**config.mk**
```make
export PLATFORM = sky130hd
export DESIGN_NAME = isolde_xif_issue_seq
export DESIGN_NICKNAME = d
export VERILOG_FILES = /design/src/rtl/isolde_xif_issue_seq.sv
export SDC_FILE = /design/constraint.sdc
export NUM_CORES = 1
export LEC_CHECK = 0
export ABC_AREA = 1
export CAP_MARGIN = 20
export CORE_MARGIN = 2
export CORE_UTILIZATION = 40
export CTS_CLUSTER_SIZE = 24
export DETAILED_ROUTE_END_ITERATION = 12
export PLACE_DENSITY = 0.74
export SETUP_SLACK_MARGIN = 0.3
export SYNTH_ARGS = -nofsm -noshare
export SYNTH_HDL_FRONTEND = slang
export SYNTH_SLANG_ARGS = --single-unit
```
**constraint.sdc**
```tcl
create_clock -name clk -period 8.2 [get_ports clk]
set_input_delay 1.64 -clock clk [delete_from_list [all_inputs] [get_ports clk]]
set_output_delay 1.64 -clock clk [all_outputs]
set_load 0.02 [all_outputs]
```
**src/rtl/isolde_xif_issue_seq.sv**
```systemverilog
// CV-X-IF issue/commit sequencer with result scoreboard and writeback.
// Optional: ISOLDE_XIF_SEQ_TIMEOUT_EN retires stale entries after TimeoutCycles.
module isolde_xif_issue_seq #(
  parameter int XLEN           = 32,
  parameter int NumRs          = 3,
  parameter int IdWidth        = 4,
  parameter int MaxOutstanding = 4,
  parameter int TimeoutCycles  = 1024
) (
  input  logic                              clk,
  input  logic                              g_rst_n,
  input  logic                              req_valid_i,
  output logic                              req_ready_o,
  input  logic [31:0]                       req_instr_i,
  input  logic [NumRs*XLEN-1:0]             req_rs_i,
  input  logic [NumRs-1:0]                  req_rs_valid_i,
  output logic                              issue_valid_o,
  input  logic                              issue_ready_i,
  output logic [31:0]                       issue_instr_o,
  output logic [NumRs*XLEN-1:0]             issue_rs_o,
  output logic [NumRs-1:0]                  issue_rs_valid_o,
  output logic [IdWidth-1:0]                issue_id_o,
  input  logic                              issue_accept_i,
  input  logic                              issue_writeback_i,
  output logic                              commit_valid_o,
  output logic [IdWidth-1:0]                commit_id_o,
  output logic                              commit_kill_o,
  input  logic                              result_valid_i,
  output logic                              result_ready_o,
  input  logic [IdWidth-1:0]                result_id_i,
  input  logic [4:0]                        result_rd_i,
  input  logic [XLEN-1:0]                   result_data_i,
  input  logic                              result_we_i,
  output logic                              wb_we_o,
  output logic [4:0]                        wb_addr_o,
  output logic [XLEN-1:0]                   wb_data_o,
  output logic [$clog2(MaxOutstanding+1)-1:0] outstanding_o,
  output logic                              busy_o,
  output logic                              reject_o,
  output logic                              err_id_o
);

  localparam int NumIds = 1 << IdWidth;
  localparam int OutW   = $clog2(MaxOutstanding + 1);

  typedef enum logic [1:0] {
    IDLE,
    ISSUE,
    COMMIT
  } state_e;

  state_e                  state_q, state_d;
  logic [31:0]             instr_q, instr_d;
  logic [NumRs*XLEN-1:0]   rs_q, rs_d;
  logic [NumRs-1:0]        rsv_q, rsv_d;
  logic [IdWidth-1:0]      id_q, id_d;
  logic [IdWidth-1:0]      nid_q, nid_d;
  logic                    kill_q, kill_d;
  logic                    run_q;
  logic [NumIds-1:0]       sb_q, sb_d;
  logic [NumIds-1:0]       expire;
  logic                    alloc, hit, miss, to_err;
  logic [IdWidth:0]        cnt;
  logic                    slot_free;
  logic                    wb_we_q;
  logic [4:0]              wb_addr_q;
  logic [XLEN-1:0]         wb_data_q;
  logic                    err_q;

  always_comb begin
    cnt = '0;
    for (int i = 0; i < NumIds; i++) begin
      cnt = cnt + (IdWidth+1)'(sb_q[i]);
    end
  end

  // A free slot also needs the next ID to be retired already.
  assign slot_free = (cnt < (IdWidth+1)'(MaxOutstanding)) && !sb_q[nid_q];

  assign req_ready_o   = run_q && (state_q == IDLE) && slot_free;
  assign busy_o        = (state_q != IDLE) ||
                         (cnt == (IdWidth+1)'(MaxOutstanding));
  assign outstanding_o = cnt[OutW-1:0];
  assign result_ready_o = run_q;

  assign issue_valid_o    = (state_q == ISSUE);
  assign issue_instr_o    = instr_q;
  assign issue_rs_o       = rs_q;
  assign issue_rs_valid_o = rsv_q;
  assign issue_id_o       = id_q;

  assign commit_valid_o = (state_q == COMMIT);
  assign commit_id_o    = commit_valid_o ? id_q : '0;
  assign commit_kill_o  = commit_valid_o && kill_q;
  assign reject_o       = commit_valid_o && kill_q;

  assign wb_we_o   = wb_we_q;
  assign wb_addr_o = wb_addr_q;
  assign wb_data_o = wb_data_q;
  assign err_id_o  = err_q;

  assign hit  = run_q && result_valid_i && sb_q[result_id_i];
  assign miss = run_q && result_valid_i && !sb_q[result_id_i];

  always_comb begin
    state_d = state_q;
    instr_d = instr_q;
    rs_d    = rs_q;
    rsv_d   = rsv_q;
    id_d    = id_q;
    nid_d   = nid_q;
    kill_d  = kill_q;
    alloc   = 1'b0;
    unique case (state_q)
      IDLE: begin
        if (req_valid_i && req_ready_o) begin
          instr_d = req_instr_i;
          rs_d    = req_rs_i;
          rsv_d   = req_rs_valid_i;
          id_d    = nid_q;
          state_d = ISSUE;
        end
      end
      ISSUE: begin
        if (issue_ready_i) begin
          nid_d   = nid_q + 1'b1;
          kill_d  = !issue_accept_i;
          alloc   = issue_accept_i && issue_writeback_i;
          state_d = COMMIT;
        end
      end
      COMMIT: state_d = IDLE;
      default: state_d = IDLE;
    endcase
  end

  always_comb begin
    sb_d = sb_q & ~expire;
    if (alloc) sb_d[id_q] = 1'b1;
    if (hit)   sb_d[result_id_i] = 1'b0;
  end

`ifdef ISOLDE_XIF_SEQ_TIMEOUT_EN
  localparam int CntW = $clog2(TimeoutCycles + 1);

  logic [CntW-1:0] tcnt_q [NumIds];

  // A result arriving on the expiry cycle wins over the timeout.
  always_comb begin
    expire = '0;
    for (int i = 0; i < NumIds; i++) begin
      expire[i] = sb_q[i] &&
                  (tcnt_q[i] == CntW'(TimeoutCycles - 1)) &&
                  !(hit && (result_id_i == IdWidth'(i)));
    end
  end

  always_ff @(posedge clk or negedge g_rst_n) begin
    if (!g_rst_n) begin
      for (int i = 0; i < NumIds; i++) tcnt_q[i] <= '0;
    end else begin
      for (int i = 0; i < NumIds; i++) begin
        tcnt_q[i] <= (sb_q[i] && sb_d[i]) ? tcnt_q[i] + 1'b1 : '0;
      end
    end
  end
`else
  assign expire = '0;
`endif

  assign to_err = |expire;

  always_ff @(posedge clk or negedge g_rst_n) begin
    if (!g_rst_n) begin
      state_q   <= IDLE;
      instr_q   <= '0;
      rs_q      <= '0;
      rsv_q     <= '0;
      id_q      <= '0;
      nid_q     <= '0;
      kill_q    <= 1'b0;
      run_q     <= 1'b0;
      sb_q      <= '0;
      wb_we_q   <= 1'b0;
      wb_addr_q <= '0;
      wb_data_q <= '0;
      err_q     <= 1'b0;
    end else begin
      state_q <= state_d;
      instr_q <= instr_d;
      rs_q    <= rs_d;
      rsv_q   <= rsv_d;
      id_q    <= id_d;
      nid_q   <= nid_d;
      kill_q  <= kill_d;
      run_q   <= 1'b1;
      sb_q    <= sb_d;
      wb_we_q <= hit && result_we_i && (result_rd_i != 5'd0);
      if (hit) begin
        wb_addr_q <= result_rd_i;
        wb_data_q <= result_data_i;
      end
      err_q <= miss || to_err;
    end
  end

endmodule

```
==> impl_metrics.tcl <==
set metrics [dict create \
    antenna_found_initial 1 \
    path_clk_slew_ns 0.07 \
    layoutNonFillerInstCount 1706 \
    grt_use_total_pct 23.9 \
    vias_per_cell 4.96 \
    hold_slack_ns 0.473 \
    utilization_pct 59.6 \
    route.detailed.drc 0 \
    dr.pass1.iters 5 \
    worst_ep_arrival_time_ns 5.07 \
    setup_viol 0 \
    clock_skew_ns 0.0167 \
    final_nets 1605 \
    fin_crit_ns 6.71 \
    postSynthCellCount 1075 \
    finalCritPeriodShare_pct 81.8 \
    clkSinkCount 198 \
    grt_pass1_wl_mm 45.2 \
    dp_cells 1674 \
    cts_tree "built" \
    crit_type "reg -> out" \
    wl_per_cell_um 16.7 \
    worstSkewPairLatency_ns 0.44 \
    die_height_um 154 \
    start_kind "register" \
    cap_violations 0 \
    overflow 0 \
    synth-seq-area-share_pct 54.8 \
    async_reset_ff_share_pct 100 \
    synth.distinct_cells 29 \
    grt_max_degree 73 \
    yosys_warnings 0 \
    std_cell_rows 55 \
    syn-num-nets 1271 \
    cp_max_fo 4 \
    ant_nets 0 \
    worst_pin_slew_ns 0.900 \
    io_buffers 367 \
    hp-class "reg -> reg" \
    clk_path_buf_depth 2 \
    synth_edf_count 0 \
    cts_made_buffers 17 \
    ys_ff_latch 198 \
    synth.cell_area_mm2 0.00904 \
    dp_hpwl_mm 19.6 \
    core_region_area_mm2 0.0224 \
    die_x_um 154 \
    area_growth_pct 48.0 \
    layout-drive-gt1-share_pct 4.08 \
    status "complete, no violations" \
    drtIter0Drc 539 \
    slew_headroom_pct 39.8 \
    wl_mm 28.5 \
    avgSynthCellArea_um2 8.41 \
    rsz0062_at_grt "no" \
    hold_violations 0 \
    routabilityCongestion 0.991 \
    die_area_mm2 0.0238 \
    n_antenna_cell 0 \
    required_ns 6.56 \
    vias 8467 \
    ctsResizeCount 0 \
    initial_core_util_pct 40.3 \
    ys.flop_type "dfrtp_1" \
    fin_setup_tns_ns 0 \
    ctsHoldBuffers 0 \
    pin_count 368 \
    post_cts_buffers 0 \
    worst_setup_path_end_kind "primary output" \
    cts_max_level 4 \
    cts_root_buffer "clkbuf_16" \
    slew_viol_final 0 \
    first_global_vias 8409 \
    max_freq_ghz 0.149 \
]
-- registers in the layout, indices dropped and copies added, names as in the netlist --
| register | count |
|---|---|
| issue_rs_valid_o | 3 |
| wb_data_o | 32 |
| sb_q | 16 |
| issue_rs_o | 96 |
| nid_q | 4 |
| state_q | 2 |
| issue_instr_o | 32 |
| err_id_o | 1 |
| wb_addr_o | 5 |
| kill_q | 1 |
| wb_we_o | 1 |
| result_ready_o | 1 |
| issue_id_o | 4 |
-- final cells by class --
| class | count | area (um^2) |
|---|---|---|
| Multi-Input combinational cell | 760 | 3530 |
| Clock inverter | 12 | 136 |
| Inverter | 55 | 206 |
| Clock buffer | 19 | 433 |
| Timing Repair Buffer | 377 | 3760 |
| Fill cell | 1963 | 9060 |
| Sequential cell | 198 | 4950 |
| Tap cell | 285 | 357 |
-- stage by stage --
stage | setup WS, ns | cell area (um^2)
floorplan | 2.55 | 9040
global placement | 2.03 | 12800
detailed placement | 1.97 | 12800
CTS | 1.49 | 13400
global route | 1.21 | 13400
finish | 1.49 | 13400
-- synthesized netlist by cell type (4+ instances only) --
master      n  area share, %
fa_1       10            2.2
dfrtp_1   198             55
nand4_1     8           0.55
nor2_1     43            1.8
a21oi_1     5           0.28
buf_8       5           0.83
buf_1       7           0.29
o21a_1     12            1.0
nand3_2    10            1.1
o21ai_0     4           0.22
a22oi_1     4           0.33
inv_1      54            2.2
nand3_1   198             11
clkbuf_1   26            1.1
buf_2      18            1.0
ha_1        6           0.83
nand2_1   447             19
buf_6       5           0.62
-- layout by cell type, fill, tap and decap left out, drive strengths merged, types with 3 or more instances in the layout --
cell type	synthesis	routed
nand2	450	450
clkdlybuf4s50	0	365
nand3	208	208
dfrtp	198	198
inv	55	61
nor2	45	45
clkbuf	26	20
o21a	12	12
buf	36	11
fa	10	10
nand4	8	8
ha	6	6
a21oi	5	5
clkinv	0	5
o21ai	4	4
a22oi	4	4
xor2	3	3
-- worst max-delay path: stages (launching register included) --
cell,delay [ns]
dfrtp_1,0.33
inv_1,0.10
fa_1,0.59
fa_1,0.44
fa_1,0.54
fa_1,0.40
inv_1,0.07
ha_1,0.16
inv_1,0.05
fa_1,0.40
xnor2_1,0.18
nor2_1,0.10
nand2_1,0.05
nor2_1,0.33
nand2_2,0.15
nor2_8,0.10
clkdlybuf4s50_1,0.64
-- cells by family (layout without fill, tap and decap cells) --
family                     Yosys count  in the layout  share of synthesized area (%)
buffers and inverters              117            463                           6.19
DFF                                198            198                           54.8
AOI/OAI and AO/OA                   27             27                           2.01
other                                1              1                         0.0415
xor gates and xnor gates             4              4                          0.388
and+or+nand+nor                    712            712                           33.5
adders and majority gates           16             16                           3.04
-- final timing paths --
path / start / to / slack (ns) / cells past startpoint
max: sb_q[5] / req_ready_o / 1.49 / 16
min: wb_addr_o[3] / wb_addr_o[3] / 0.47 / 2
max reg2reg: sb_q[5] / issue_rs_o[53] / 2.52 / 19
min reg2reg: wb_addr_o[3] / wb_addr_o[3] / 0.47 / 2
max in group asynchronous: g_rst_n / issue_rs_o[7] / 5.69 / 2
min in group asynchronous: g_rst_n / wb_data_o[31] / 1.21 / 1
-- routing by layer --
layer | global-route usage, % | routed length [um] | share of wire [%]
met2 | 39.5 | 13600 | 48
met3 | 7.71 | 2550 | 8.9
met1 | 29.9 | 11600 | 41
met5 | 0 | 0 | 0
met4 | 8.02 | 713 | 2.5
Power is not shown: default switching activity piles up to over one toggle a cycle in this logic, so the estimate is an artifact.
